===== src/rtl/seq_loop_mon_pkg.sv =====
// Shared types and helpers for the sequential-loop monitor.
// Optional build macro used by the top: SEQ_LOOP_MON_MINMAX_EN.
package seq_loop_mon_pkg;

  // Monitor FSM encoding, kept as plain constants for legacy tool flows.
  typedef logic [1:0] mon_state_e;
  localparam mon_state_e StIdle = 2'd0;
  localparam mon_state_e StLoop = 2'd1;
  localparam mon_state_e StDone = 2'd2;

  // Saturating increment for counters up to 64 bits wide; sticks at all-ones.
  function automatic logic [63:0] sat_inc(input logic [63:0] val, input int unsigned width);
    logic [63:0] max_val;
    max_val = (width >= 64) ? '1 : ((64'd1 << width) - 64'd1);
    return (val >= max_val) ? max_val : val + 64'd1;
  endfunction

endpackage


===== src/rtl/seq_loop_monitor_match.sv =====
// Set-membership matcher: hit when any enabled entry equals the probed state.
module state_set_match #(
  parameter int unsigned N = 1,
  parameter int unsigned W = 2
) (
  input  logic [N*W-1:0] entries_i,
  input  logic [N-1:0]   valid_i,
  input  logic [W-1:0]   state_i,
  output logic           hit_o
);

  // OR-reduce over the enabled entries.
  always_comb begin
    hit_o = 1'b0;
    for (int i = 0; i < int'(N); i++) begin
      if (valid_i[i] && (entries_i[i*W +: W] == state_i)) hit_o = 1'b1;
    end
  end

endmodule


===== src/rtl/seq_loop_monitor.sv =====
// Cycle-accurate monitor for one sequential loop of an HLS FSM.
// Define SEQ_LOOP_MON_MINMAX_EN to add trip_min/trip_max outputs.
module seq_loop_monitor
  import seq_loop_mon_pkg::*;
#(
  parameter int unsigned FSM_WIDTH    = 2,
  parameter int unsigned NUM_PRE      = 2,
  parameter int unsigned NUM_POST     = 2,
  parameter int unsigned NUM_QUIT     = 1,
  parameter int unsigned NUM_ITER_END = 1,
  parameter int unsigned CNT_WIDTH    = 32
) (
  input  logic                            clock,
  input  logic                            reset,
  input  logic [FSM_WIDTH-1:0]            cur_state,
  input  logic [NUM_PRE-1:0]              pre_states_valid,
  input  logic [NUM_PRE*FSM_WIDTH-1:0]    pre_loop_states,
  input  logic [NUM_POST-1:0]             post_states_valid,
  input  logic [NUM_POST*FSM_WIDTH-1:0]   post_loop_states,
  input  logic [NUM_QUIT-1:0]             quit_states_valid,
  input  logic [NUM_QUIT*FSM_WIDTH-1:0]   quit_loop_states,
  input  logic [FSM_WIDTH-1:0]            iter_start_state,
  input  logic [NUM_ITER_END-1:0]         iter_end_states_valid,
  input  logic [NUM_ITER_END*FSM_WIDTH-1:0] iter_end_states,
  input  logic                            one_state_loop,
  input  logic                            finish,
  output logic                            in_loop,
  output logic                            loop_start,
  output logic                            iter_done,
  output logic                            loop_exit,
  output logic [CNT_WIDTH-1:0]            iter_count,
  output logic [CNT_WIDTH-1:0]            trip_count,
  output logic                            trip_valid,
  output logic [CNT_WIDTH-1:0]            loop_count,
`ifdef SEQ_LOOP_MON_MINMAX_EN
  output logic [CNT_WIDTH-1:0]            trip_min,
  output logic [CNT_WIDTH-1:0]            trip_max,
`endif
  output logic                            err_illegal,
  output logic                            done
);

  function automatic logic [CNT_WIDTH-1:0] cnt_inc(input logic [CNT_WIDTH-1:0] v);
    return CNT_WIDTH'(sat_inc(64'(v), CNT_WIDTH));
  endfunction

  logic [FSM_WIDTH-1:0] prev_q;
  mon_state_e           state_q, state_d;
  logic                 in_loop_q, in_loop_d;
  logic                 loop_start_q, loop_start_d;
  logic                 iter_done_q, iter_done_d;
  logic                 loop_exit_q, loop_exit_d;
  logic [CNT_WIDTH-1:0] iter_count_q, iter_count_d;
  logic [CNT_WIDTH-1:0] trip_count_q, trip_count_d;
  logic                 trip_valid_q, trip_valid_d;
  logic [CNT_WIDTH-1:0] loop_count_q, loop_count_d;
  logic                 err_q, err_d;
  logic                 done_q, done_d;
`ifdef SEQ_LOOP_MON_MINMAX_EN
  logic [CNT_WIDTH-1:0] trip_min_q, trip_min_d;
  logic [CNT_WIDTH-1:0] trip_max_q, trip_max_d;
`endif

  logic pre_hit, post_hit, quit_hit, iter_end_hit;
  logic entry, iter_end;
  logic [CNT_WIDTH-1:0] trip_val;

  // Pre and quit sets are judged on the previous state, post and iter-end on the current one.
  state_set_match #(.N(NUM_PRE), .W(FSM_WIDTH)) u_pre (
    .entries_i(pre_loop_states), .valid_i(pre_states_valid), .state_i(prev_q), .hit_o(pre_hit)
  );
  state_set_match #(.N(NUM_POST), .W(FSM_WIDTH)) u_post (
    .entries_i(post_loop_states), .valid_i(post_states_valid), .state_i(cur_state),
    .hit_o(post_hit)
  );
  state_set_match #(.N(NUM_QUIT), .W(FSM_WIDTH)) u_quit (
    .entries_i(quit_loop_states), .valid_i(quit_states_valid), .state_i(prev_q),
    .hit_o(quit_hit)
  );
  state_set_match #(.N(NUM_ITER_END), .W(FSM_WIDTH)) u_iter_end (
    .entries_i(iter_end_states), .valid_i(iter_end_states_valid), .state_i(cur_state),
    .hit_o(iter_end_hit)
  );

  assign entry    = pre_hit && (cur_state == iter_start_state);
  assign iter_end = one_state_loop ? ((cur_state == iter_start_state) &&
                                      (prev_q == iter_start_state))
                                   : iter_end_hit;
  // An iteration finishing on the exit cycle still counts toward the trip.
  assign trip_val = iter_end ? cnt_inc(iter_count_q) : iter_count_q;

  // Next-state logic: finish dominates, re-entry only flags an error.
  always_comb begin
    state_d      = state_q;
    in_loop_d    = in_loop_q;
    loop_start_d = 1'b0;
    iter_done_d  = 1'b0;
    loop_exit_d  = 1'b0;
    iter_count_d = iter_count_q;
    trip_count_d = trip_count_q;
    trip_valid_d = trip_valid_q;
    loop_count_d = loop_count_q;
    err_d        = err_q;
    done_d       = done_q;
`ifdef SEQ_LOOP_MON_MINMAX_EN
    trip_min_d   = trip_min_q;
    trip_max_d   = trip_max_q;
`endif
    if (finish) begin
      state_d   = StDone;
      in_loop_d = 1'b0;
      done_d    = 1'b1;
    end else begin
      case (state_q)
        StIdle: begin
          if (entry) begin
            state_d      = StLoop;
            in_loop_d    = 1'b1;
            loop_start_d = 1'b1;
            iter_count_d = '0;
          end
        end
        StLoop: begin
          if (entry) begin
            err_d = 1'b1;
          end else begin
            if (iter_end) begin
              iter_done_d  = 1'b1;
              iter_count_d = cnt_inc(iter_count_q);
            end
            if (post_hit) begin
              state_d      = StIdle;
              in_loop_d    = 1'b0;
              loop_exit_d  = 1'b1;
              trip_count_d = trip_val;
              trip_valid_d = 1'b1;
              loop_count_d = cnt_inc(loop_count_q);
              if ((|quit_states_valid) && !quit_hit) err_d = 1'b1;
`ifdef SEQ_LOOP_MON_MINMAX_EN
              if (trip_val < trip_min_q) trip_min_d = trip_val;
              if (trip_val > trip_max_q) trip_max_d = trip_val;
`endif
            end
          end
        end
        StDone: ;
        default: state_d = StIdle;
      endcase
    end
  end

  // State registers with synchronous active-high reset.
  always_ff @(posedge clock) begin
    if (reset) begin
      prev_q       <= '0;
      state_q      <= StIdle;
      in_loop_q    <= 1'b0;
      loop_start_q <= 1'b0;
      iter_done_q  <= 1'b0;
      loop_exit_q  <= 1'b0;
      iter_count_q <= '0;
      trip_count_q <= '0;
      trip_valid_q <= 1'b0;
      loop_count_q <= '0;
      err_q        <= 1'b0;
      done_q       <= 1'b0;
`ifdef SEQ_LOOP_MON_MINMAX_EN
      trip_min_q   <= '1;
      trip_max_q   <= '0;
`endif
    end else begin
      prev_q       <= cur_state;
      state_q      <= state_d;
      in_loop_q    <= in_loop_d;
      loop_start_q <= loop_start_d;
      iter_done_q  <= iter_done_d;
      loop_exit_q  <= loop_exit_d;
      iter_count_q <= iter_count_d;
      trip_count_q <= trip_count_d;
      trip_valid_q <= trip_valid_d;
      loop_count_q <= loop_count_d;
      err_q        <= err_d;
      done_q       <= done_d;
`ifdef SEQ_LOOP_MON_MINMAX_EN
      trip_min_q   <= trip_min_d;
      trip_max_q   <= trip_max_d;
`endif
    end
  end

  assign in_loop     = in_loop_q;
  assign loop_start  = loop_start_q;
  assign iter_done   = iter_done_q;
  assign loop_exit   = loop_exit_q;
  assign iter_count  = iter_count_q;
  assign trip_count  = trip_count_q;
  assign trip_valid  = trip_valid_q;
  assign loop_count  = loop_count_q;
  assign err_illegal = err_q;
  assign done        = done_q;
`ifdef SEQ_LOOP_MON_MINMAX_EN
  assign trip_min    = trip_min_q;
  assign trip_max    = trip_max_q;
`endif

endmodule

===== config.mk =====
export PLATFORM = sky130hd
export DESIGN_NAME = seq_loop_monitor
export DESIGN_NICKNAME = d
export VERILOG_FILES = /design/src/rtl/seq_loop_mon_pkg.sv /design/src/rtl/seq_loop_monitor_match.sv /design/src/rtl/seq_loop_monitor.sv
export SDC_FILE = /design/constraint.sdc
export NUM_CORES = 1
export LEC_CHECK = 0
export ABC_AREA = 1
export CORE_UTILIZATION = 50
export CTS_BUF_LIST = sky130_fd_sc_hd__clkbuf_8
export CTS_CLUSTER_SIZE = 14
export DETAILED_ROUTE_END_ITERATION = 6
export GPL_ROUTABILITY_DRIVEN = 0
export GPL_TIMING_DRIVEN = 0
export HOLD_SLACK_MARGIN = 0.03
export PLACE_DENSITY = 0.76
export SYNTH_ARGS = -nofsm -noshare
export SYNTH_HDL_FRONTEND = slang
export SYNTH_SLANG_ARGS = --single-unit

===== constraint.sdc =====
create_clock -name clock -period 2.2 [get_ports clock]
set_clock_uncertainty 0.15 [all_clocks]
set_input_delay 0.33 -clock clock [delete_from_list [all_inputs] [get_ports clock]]
set_output_delay 0.33 -clock clock [all_outputs]
set_load 0.01 [all_outputs]

==> impl_metrics.yaml <==
placed_design:
  io_buffers: 127
  pre_cts_ws_ns: -0.3853
  place_hpwl_um: 15880
yosys:
  ys_warn_count: 0
  synthDistinctLibCells: 32
  synth-edff-count: 0
  avgSynthCellArea_um2: 5.944
  synth_fp_nets: 1211
  ys_ff_latch: 107
  syn_inst: 1183
  async_flop_share_pct: 0
  synth_flop_cell: "dfxtp_1"
  yosysMostFrequentCell: "nand2_1"
  synth-seq-area-share_pct: 30.46
  synth_area_mm2: 0.007032
  ys_top_cells_by_count: "nand2_1, nor2_1, nand3_1"
  synth_area_leaders: "dfxtp_1, nand2_1, nor2_1"
  synth_top_area_cell: "dfxtp_1"
  netlist.area_leader.share_pct: 30.46
final_layout:
  post-route-util_pct: 65.26
  fillers: 1327
  area_delta_synth_final_pct: 24.86
  layout.nets: 1352
  layout-drive-gt1-share_pct: 11.96
  insertedDiodeCount: 0
clock_tree:
  cts_root_buf: "clkbuf_8"
  clk_pin_slew_ns: 0.10
  cts-buffers-inserted: 9
  cts_tree: "yes"
  cts-htree-levels: 3
  clk_latency_ns: 0.40
  cts.path.max_buffers: 2
  cts_hold_buf: 0
  cts_sinks: 107
power:
  p_int_mw: 2.476
  power_density_mw_per_mm2: 382.8
  p_clk_share_pct: 35.1
  pwr-share-comb_pct: 7.0
  p_sw_mw: 0.8848
  finalPower_mw: 3.361
  power_frac_seq_pct: 57.9
  ir_drop_v: 0.0003276
  leakagePower_nw: 3.571
  swShare_pct: 26.33
routing:
  vias: 7699
  first_iter_violations: 724
  drc_errors: 0
  drt-pass1-iter-count: 5
  routedWlPerCell_um: 13.85
  via_per_inst: 5.116
  final_antenna_net_count: 0
  totalWireLength_um: 20840
sta:
  finalCriticalPeriod_ns: 2.145
  final-setup-viol-count: 0
  hold_viol: 0
  tns_ns: 0
  max_freq_ghz: 0.4662
  timing.hold.ws_ns: 0.06009
  slew_violations: 0
  max_slew_margin_pct: 46.89
  worst_slack_ns: 0.05492
  worst_slew_pin_slew_ns: 0.7967
  fin_crit_sh_pct: 97.50
setup_path:
  start_kind: "primary input"
  r2r_slack_ns: 0.13
  cp.buffers_inverters: 2
  cp_top_family: "buffers and inverters"
  critPathKind: "primary input to register"
  crit_fanout: 10
  crit_path_top_delay_cell: "clkdlybuf4s50_1"
  cpPeakStageDelay_ns: 0.50
  critPathArrivalTime_ns: 2.28
  crit_top_cell: "nand2_1"
  crit_path_cell_trace: "clkdlybuf4s50_1 -> xor2_1 -> nor2_2 -> nand2_1 -> nand2_1 -> buf_2 -> nand3_1 -> a21oi_2 -> nor2_1"
  cp-end-kind: "register"
  required_ns: 2.34
global_routing:
  antenna_found_initial: 0
  grt_usage_pct: 29.40
  first_global_vias: 6633
  grt_max_degree: 18
  overflow: 0
  grt_pass1_wl_um: 33490
run:
  drv_cap: 0
min_path:
  min_path_type: "primary input to register"
floorplan:
  core_mm2: 0.01345
  row_count: 42
  ios: 129
  die_height_um: 120.6
  dieWidth_um: 120.6
  die_area_mm2: 0.01454
  start_util_pct: 52.27
run_status:
  outcome: "finished clean"
[cell usage in the layout (no fill, tap or decap), drive strengths merged]
| cell type | count |
|---|---|
| o21ai | 42 |
| nor2 | 161 |
| and2 | 1 |
| clkdlybuf4s50 | 127 |
| xor2 | 4 |
| xnor2 | 14 |
| nor3 | 3 |
| inv | 102 |
| nand2 | 523 |
| ha | 2 |
| clkbuf | 24 |
| a21oi | 39 |
| o22ai | 1 |
| clkinv | 4 |
| nand3b | 15 |
| or2 | 10 |
| buf | 35 |
| nand3 | 114 |
| nand4 | 1 |
| dfxtp | 107 |
[per-stage QoR]
stage	instance area (um2)	instances
3_3_place_gp	8523	1486
4_1_cts	8730	1502
2_1_floorplan	7032	1183
6_report	8780	1505
3_5_place_dp	8523	1486
5_1_grt	8780	1505
[registers in the layout, summed over array words and instances (netlist names)]
| name | count |
|---|---|
| iter_done | 1 |
| state_q | 2 |
| loop_count | 32 |
| in_loop | 1 |
| loop_start | 1 |
| trip_valid | 1 |
| prev_q | 2 |
| trip_count | 32 |
| loop_exit | 1 |
| iter_count | 32 |
| done | 1 |
| err_illegal | 1 |
[routing by layer]
layer	global-route usage, %	vias to the layer above	part of all wire (%)
met5	0	-	0
met4	9.877	0	2.0
met3	6.792	31	7.8
met2	46.62	267	45
met1	39.20	3445	45
li1	-	3956	-
[worst min-delay path: stages]
cell	delay [ns]
buf_2	0.14
inv_1	0.06
nor2_1	0.03
[final cells by class]
cell class	instances	area, um2	area share [%]
multi-input cells	930	4248	48.38
flip-flops and latches	107	2152	24.51
repair buffers	130	1294	14.74
inverters	100	387.9	4.418
plain buffers	46	300.3	3.420
well taps	176	220.2	2.508
clock buffers	10	137.6	1.568
clock inverters	6	40.04	0.4560
[cell families after synthesis]
| group | share of synthesized area [%] |
|---|---|
| fa+ha+maj | 0.3558 |
| buf+inv | 9.751 |
| flops | 30.46 |
| simple gates | 49.57 |
| xor+xnor | 2.242 |
| compound gates | 7.616 |
[power by group through the flow]
stage	sequential [mW]	combinational (mW)	clock, mW
floorplan	1.99	0.128	0
global route	1.95	0.256	1.28
global placement	1.99	0.231	0
finish	1.95	0.236	1.18
CTS	1.95	0.234	1.20
detailed placement	1.99	0.234	0
[path summary, 6_finish.rpt]
check / cells past startpoint / from / endpoint
worst min register to register: 2 / in_loop$_SDFFE_PP0P_ / in_loop$_SDFFE_PP0P_
worst max register to register: 11 / iter_count[16]$_SDFFE_PP0P_ / trip_count[31]$_SDFFE_PP0P_
worst min-delay path: 3 / cur_state[1] / prev_q[1]$_SDFF_PP0_
worst max-delay path: 9 / cur_state[0] / trip_count[24]$_SDFFE_PP0P_
[what timing repair did]
item / CTS / global route
setup buffers: 0 / 3
gates resized for setup: 6 / 16
pin swaps: 0 / 2
setup endpoints to repair: 64 / 90
(Power assumes the default switching activity.)
